File: config.mk
export PLATFORM = sky130hd
export DESIGN_NAME = vga_sync_gen
export DESIGN_NICKNAME = d
export VERILOG_FILES = /design/src/rtl/vga_timing_pkg.sv /design/src/rtl/sync_delay_line.sv /design/src/rtl/vga_sync_gen.sv
export SDC_FILE = /design/constraint.sdc
export NUM_CORES = 1
export LEC_CHECK = 0
export BUFFER_PORTS_ARGS = -buffer_cell sky130_fd_sc_hd__buf_2
export CORE_ASPECT_RATIO = 0.75
export CORE_MARGIN = 8
export CORE_UTILIZATION = 50
export DETAILED_ROUTE_END_ITERATION = 16
export PLACE_DENSITY = 0.85
export REMOVE_ABC_BUFFERS = 1
export SYNTH_ARGS = -nofsm -noshare
export SYNTH_HDL_FRONTEND = slang
export SYNTH_SLANG_ARGS = --single-unit
File: constraint.sdc
create_clock -name clk -period 2.4 [get_ports clk]
set_input_delay 0.48 -clock clk [delete_from_list [all_inputs] [get_ports clk]]
set_output_delay 0.48 -clock clk [all_outputs]
set_load 0.005 [all_outputs]
File: src/rtl/vga_timing_pkg.sv
// Shared VGA timing constants, line/frame total derivation and sync polarity encoding.
// Defaults describe 640x480@60 with a 25 MHz pixel clock.
package vga_timing_pkg;

  localparam int unsigned DEF_H_VIEW  = 640;
  localparam int unsigned DEF_H_FRONT = 16;
  localparam int unsigned DEF_H_SYNC  = 96;
  localparam int unsigned DEF_H_BACK  = 48;
  localparam int unsigned DEF_V_VIEW  = 480;
  localparam int unsigned DEF_V_FRONT = 10;
  localparam int unsigned DEF_V_SYNC  = 2;
  localparam int unsigned DEF_V_BACK  = 33;

  localparam int unsigned MAX_TOTAL      = 1024;
  localparam int unsigned MAX_SYNC_DELAY = 7;

  typedef enum logic {
    SYNC_ACTIVE_LOW  = 1'b0,
    SYNC_ACTIVE_HIGH = 1'b1
  } sync_pol_e;

  function automatic int unsigned h_total(input int unsigned view, input int unsigned front,
                                          input int unsigned sync, input int unsigned back);
    return view + front + sync + back;
  endfunction

  function automatic int unsigned v_total(input int unsigned view, input int unsigned front,
                                          input int unsigned sync, input int unsigned back);
    return view + front + sync + back;
  endfunction

  // Pin level for a sync signal given its polarity and whether it is asserted.
  function automatic logic sync_level(input sync_pol_e pol, input logic act);
    return (pol == SYNC_ACTIVE_HIGH) ? act : ~act;
  endfunction

endpackage

File: src/rtl/sync_delay_line.sv
// Enable-gated shift register with a per-bit reset value; DEPTH 0 is a straight wire.
module sync_delay_line #(
  parameter int unsigned    DEPTH   = 3,
  parameter int unsigned    WIDTH   = 1,
  parameter logic [WIDTH-1:0] RST_VAL = '0
) (
  input  logic             i_clk,
  input  logic             i_rst,
  input  logic             i_en,
  input  logic [WIDTH-1:0] i_data,
  output logic [WIDTH-1:0] o_data
);

  generate
    if (DEPTH == 0) begin : g_bypass
      logic w_unused;
      assign w_unused = &{1'b0, i_clk, i_rst, i_en};
      assign o_data   = i_data;
    end else begin : g_pipe
      logic [WIDTH-1:0] r_stage [DEPTH];

      always_ff @(posedge i_clk) begin
        if (i_rst) begin
          for (int unsigned i = 0; i < DEPTH; i++) r_stage[i] <= RST_VAL;
        end else if (i_en) begin
          r_stage[0] <= i_data;
          for (int unsigned i = 1; i < DEPTH; i++) r_stage[i] <= r_stage[i-1];
        end
      end

      assign o_data = r_stage[DEPTH-1];
    end
  endgenerate

endmodule

File: src/rtl/vga_sync_gen.sv
// Raster counter with registered sync/active decodes, line/frame strobes, frame counter
// and a px_en-gated delayed copy of the sync/active bundle for lagging colour pipelines.
module vga_sync_gen
  import vga_timing_pkg::*;
#(
  parameter int unsigned H_VIEW      = DEF_H_VIEW,
  parameter int unsigned H_FRONT     = DEF_H_FRONT,
  parameter int unsigned H_SYNC      = DEF_H_SYNC,
  parameter int unsigned H_BACK      = DEF_H_BACK,
  parameter int unsigned V_VIEW      = DEF_V_VIEW,
  parameter int unsigned V_FRONT     = DEF_V_FRONT,
  parameter int unsigned V_SYNC      = DEF_V_SYNC,
  parameter int unsigned V_BACK      = DEF_V_BACK,
  parameter bit          H_SYNC_POL  = 1'b0,
  parameter bit          V_SYNC_POL  = 1'b0,
  parameter int unsigned SYNC_DELAY  = 3,
  parameter int unsigned FRAME_CNT_W = 8
) (
  input  logic                   clk,
  input  logic                   reset,
  input  logic                   px_en,
  output logic [9:0]             x_px,
  output logic [9:0]             y_px,
  output logic                   activevideo,
  output logic                   hsync,
  output logic                   vsync,
  output logic                   hsync_d,
  output logic                   vsync_d,
  output logic                   active_d,
  output logic                   line_start,
  output logic                   frame_start,
  output logic [FRAME_CNT_W-1:0] frame_count
);

  localparam int unsigned H_TOTAL = h_total(H_VIEW, H_FRONT, H_SYNC, H_BACK);
  localparam int unsigned V_TOTAL = v_total(V_VIEW, V_FRONT, V_SYNC, V_BACK);

  generate
    if (H_VIEW == 0 || H_FRONT == 0 || H_SYNC == 0 || H_BACK == 0 ||
        V_VIEW == 0 || V_FRONT == 0 || V_SYNC == 0 || V_BACK == 0 || FRAME_CNT_W == 0) begin : g_bad_zero
      $error("vga_sync_gen: timing parameters and FRAME_CNT_W must be non-zero");
    end
    if (H_TOTAL > MAX_TOTAL || V_TOTAL > MAX_TOTAL) begin : g_bad_total
      $error("vga_sync_gen: H_TOTAL and V_TOTAL must not exceed 1024");
    end
    if (SYNC_DELAY > MAX_SYNC_DELAY) begin : g_bad_delay
      $error("vga_sync_gen: SYNC_DELAY must be 0..7");
    end
  endgenerate

  localparam sync_pol_e  H_POL     = sync_pol_e'(H_SYNC_POL);
  localparam sync_pol_e  V_POL     = sync_pol_e'(V_SYNC_POL);
  localparam logic [9:0] X_LAST    = 10'(H_TOTAL - 1);
  localparam logic [9:0] Y_LAST    = 10'(V_TOTAL - 1);
  localparam logic [9:0] X_VIEW    = 10'(H_VIEW);
  localparam logic [9:0] Y_VIEW    = 10'(V_VIEW);
  localparam logic [9:0] HS_START  = 10'(H_VIEW + H_FRONT);
  localparam logic [9:0] HS_END    = 10'(H_VIEW + H_FRONT + H_SYNC);
  localparam logic [9:0] VS_START  = 10'(V_VIEW + V_FRONT);
  localparam logic [9:0] VS_END    = 10'(V_VIEW + V_FRONT + V_SYNC);
  localparam logic [2:0] DLY_RST   = {sync_level(H_POL, 1'b0), sync_level(V_POL, 1'b0), 1'b0};

  logic [9:0]             r_x, r_y;
  logic                   r_active, r_hsync, r_vsync;
  logic                   r_line_start, r_frame_start;
  logic [FRAME_CNT_W-1:0] r_frame_count;

  logic [9:0] w_x_nxt, w_y_nxt;
  logic       w_x_wrap, w_y_wrap;
  logic       w_active_nxt, w_hsync_nxt, w_vsync_nxt;
  logic [2:0] w_delayed;

  // Decodes look at the next-state counters so they land in the same cycle as x/y.
  always_comb begin
    w_x_wrap     = (r_x == X_LAST);
    w_y_wrap     = (r_y == Y_LAST);
    w_x_nxt      = w_x_wrap ? '0 : r_x + 10'd1;
    w_y_nxt      = r_y;
    if (w_x_wrap) w_y_nxt = w_y_wrap ? '0 : r_y + 10'd1;
    w_active_nxt = (w_x_nxt < X_VIEW) && (w_y_nxt < Y_VIEW);
    w_hsync_nxt  = sync_level(H_POL, (w_x_nxt >= HS_START) && (w_x_nxt < HS_END));
    w_vsync_nxt  = sync_level(V_POL, (w_y_nxt >= VS_START) && (w_y_nxt < VS_END));
  end

  // Strobes use the wrap flags: next x is 0 exactly when the current x is the last column.
  always_ff @(posedge clk) begin
    if (reset) begin
      r_x           <= X_LAST;
      r_y           <= Y_LAST;
      r_active      <= 1'b0;
      r_hsync       <= sync_level(H_POL, 1'b0);
      r_vsync       <= sync_level(V_POL, 1'b0);
      r_line_start  <= 1'b0;
      r_frame_start <= 1'b0;
      r_frame_count <= '0;
    end else if (px_en) begin
      r_x           <= w_x_nxt;
      r_y           <= w_y_nxt;
      r_active      <= w_active_nxt;
      r_hsync       <= w_hsync_nxt;
      r_vsync       <= w_vsync_nxt;
      r_line_start  <= w_x_wrap;
      r_frame_start <= w_x_wrap && w_y_wrap;
      if (w_x_wrap && w_y_wrap) r_frame_count <= r_frame_count + FRAME_CNT_W'(1);
    end else begin
      r_line_start  <= 1'b0;
      r_frame_start <= 1'b0;
    end
  end

  sync_delay_line #(
    .DEPTH   (SYNC_DELAY),
    .WIDTH   (3),
    .RST_VAL (DLY_RST)
  ) u_sync_delay (
    .i_clk  (clk),
    .i_rst  (reset),
    .i_en   (px_en),
    .i_data ({r_hsync, r_vsync, r_active}),
    .o_data (w_delayed)
  );

  assign x_px        = r_x;
  assign y_px        = r_y;
  assign activevideo = r_active;
  assign hsync       = r_hsync;
  assign vsync       = r_vsync;
  assign {hsync_d, vsync_d, active_d} = w_delayed;
  assign line_start  = r_line_start;
  assign frame_start = r_frame_start;
  assign frame_count = r_frame_count;

endmodule

==> results.py <==
metrics = {
    "run_status": {
        "status": "finished, final reports clean",
    },
    "timing": {
        "worst_slew_pin_slew_ps": 542.6,
        "hold_violations": 0,
        "period_share_pct": 92.17,
        "rsz0062_at_grt": "no",
        "fin_crit_ps": 2212,
        "drv_slew": 0,
        "fmax_ghz": 0.4521,
        "max_slew_margin_pct": 63.77,
        "setup_violations": 0,
        "fin_tns_setup_ps": 0,
        "finClkSkew_ps": 5.637,
    },
    "synth": {
        "ys_ff_latch": 42,
        "yosysTopAreaCellShare_pct": 30.68,
        "synth_edf_count": 9,
        "yosysUniqueCellTypes": 49,
        "async_reset_ff_share_pct": 0,
        "ys_top_cells_by_area": "dfxtp_1 (31%), edfxtp_1 (13%), nor2_1 (5.2%), xor2_1 (4.1%), a21oi_1 (3.7%)",
        "yosysMostFrequentCell": "dfxtp_1",
        "dominantRegCellSynth": "dfxtp_1",
        "synth-warning-count": 0,
        "netlist_top_cells_count": "dfxtp_1 (33), nor2_1 (30), nand2_1 (21), a21oi_1 (16), nand3_1 (13)",
        "ys_seq_area_share_pct": 43.23,
        "avgSynthCellArea_um2": 8.718,
        "synth.cell_area_mm2": 0.002153,
        "syn_inst": 247,
        "synth_area_leader_cell": "dfxtp_1",
    },
    "final_layout": {
        "drive_gt1_share_pct": 24.92,
        "finalCoreUtilization_pct": 63.26,
        "final.fill_count": 380,
        "area_growth_syn_to_layout_pct": 20.57,
        "layout.nets": 303,
        "antenna_cells": 0,
    },
    "pwr": {
        "power.density_mw_per_mm2": 677.2,
        "p_int_mw": 1.234,
        "power.share.switching_pct": 29.82,
        "switching_power_mw": 0.5243,
        "p_leak_nw": 1.056,
        "peakVddDrop_mv": 0.4212,
        "power_frac_comb_pct": 22.5,
        "clockPowerShare_pct": 31.9,
        "p_seq_share_pct": 45.5,
    },
    "global_routing": {
        "grt_usage_pct": 15.94,
        "antenna_found_initial": 0,
        "grt_first_pass_wirelength_mm": 8.804,
        "grt_overflow_total": 0,
        "grt_max_degree": 26,
        "grt_pass1_vias": 1887,
    },
    "place": {
        "gp_congestion": 0.9260,
        "dpl.hpwl_mm": 3.750,
        "port_buffers": 38,
    },
    "run": {
        "drv_cap": 0,
    },
    "setup_path": {
        "endpoint_kind": "flip-flop",
        "setup.worst_path.start_class": "flip-flop",
        "criticalPathCategory": "reg -> reg",
        "path_max_fanout": 8,
        "required_ps": 2590,
        "crit_chain": "ha_1 > and3_1 > nand4_2 > xor2_1 > or3_1 > o32a_1",
        "slowest_delay_ps": 470,
        "cp_slowest_cell": "dfxtp_1",
        "arrival_ps": 2400,
    },
    "floorplanning": {
        "core_mm2": 0.004104,
        "initial_core_util_pct": 52.47,
        "die_h_um": 72.84,
        "dieArea_mm2": 0.006684,
        "num_rows": 20,
        "fp.dieW_um": 91.78,
        "pin_count": 39,
    },
    "detailed_routing": {
        "drcViolationCount": 0,
        "routed_wl_mm": 5.270,
        "routedWlPerCell_um": 14.97,
        "vias_per_cell": 5.628,
        "first_pass_iters": 4,
        "via_count": 1981,
        "drtIter0Drc": 174,
        "ant_nets": 0,
    },
    "clock_tree": {
        "clock-root-buffer": "clkbuf_8",
        "ctsHoldBuffers": 0,
        "cts_buffers": 5,
        "htreeDepth": 2,
        "cts_max_path_buffers": 2,
        "tritoncts": "done",
        "clkSlewWorstSetupHoldPaths_ps": 80,
        "insertion_delay_ps": 300,
        "clock_sinks": 42,
    },
    "min_path": {
        "hold_class": "in -> reg",
    },
}
per-layer routing:
| layer | global-route usage [%] | up-vias | wire length (um) |
|---|---|---|---|
| met4 | 4.804 | 0 | 40 |
| met2 | 24.38 | 64 | 2326 |
| li1 | - | 977 | - |
| met1 | 21.45 | 935 | 2537 |
| met3 | 4.111 | 5 | 365 |
| met5 | 0 | - | 0 |
state kept, by name, indices dropped and copies added (netlist names):
name                         flops
vsync                            1
y_px                            10
u_sync_delay.g_pipe.r_stage      9
activevideo                      1
hsync                            1
frame_count                      8
line_start                       1
frame_start                      1
x_px                            10
stage by stage:
stage	setup WS, ps	instances	power (mW)	cell area, um^2	hold WS (ps)
3_3_place_gp	247.6	342	1.174	2465	471.6
3_5_place_dp	199.7	342	1.185	2465	471.0
2_1_floorplan	54.70	235	1.035	2101	462.6
4_1_cts	53.64	350	1.750	2575	414.8
5_1_grt	49.37	352	1.852	2596	415.0
6_report	187.9	352	1.758	2596	423.7
critical path, delay by kind of cell, from the launching register on:
kind | cells | cell delay, ps
AND/OR/NAND/NOR | 3 | 770
flip-flops | 1 | 470
AO/OA/AOI/OAI | 1 | 330
XOR/XNOR | 1 | 180
adder cells (fa/ha/maj) | 1 | 360
power groups by stage:
stage               sequential (mW)  combinational [mW]  clock, mW
floorplan                     0.821               0.214          0
global placement              0.814               0.360          0
detailed placement            0.815               0.370          0
CTS                           0.799               0.375      0.576
global route                  0.807               0.438      0.608
finish                        0.801               0.396      0.561
logic make-up (layout without fill, tap and decap cells):
kind of cell / count (synthesis) / in the layout / share of synthesized area (%)
fa+ha+maj: 4 / 4 / 2.324
xor+xnor: 14 / 14 / 5.694
simple gates: 117 / 117 / 29.52
mux: 2 / 2 / 0.9297
compound gates: 52 / 52 / 15.17
buf+inv: 16 / 66 / 3.137
flops: 42 / 42 / 43.23
worst paths after layout:
kind          startpoint          end  slack, ps  depth (start not counted)
max              y_px[0]        vsync        190                          6
min                reset      x_px[5]        420                          2
max reg2reg      y_px[0]        vsync        190                          6
min reg2reg  activevideo  activevideo        480                          2
repair_timing:
item | 4_1_cts | 5_1_grt
setup buffers | 0 | 2
endpoints found under the hold margin | 0 | 0
gates resized for setup | 0 | 1
endpoints found under the setup margin | 0 | 6
layout make-up:
class                   instances  area [um^2]  share of cell area [%]
clock buffers                   6        72.57                   2.795
clock inverters                 2        37.54                   1.446
inverters                       4        15.01                  0.5783
multi-input cells             189         1161                   44.72
flip-flops and latches         42        930.9                   35.86
well taps                      55        68.82                   2.651
repair buffers                 54        310.3                   11.95
layout by cell type (no fill, tap or decap), drive strengths merged, types with 3 or more instances in the layout:
cell    count
nand4       8
edfxtp      9
nor4b       3
or2         7
and2        4
ha          4
a21oi      16
nand2b      3
nand2      21
a211o       5
a31oi       4
inv         4
dfxtp      33
xnor2       4
nand3      13
o21ai      12
xor2       10
nor2       31
clkbuf      6
nor2b       3
and3        7
nor3        9
buf        54
(Power assumes the default switching activity.)
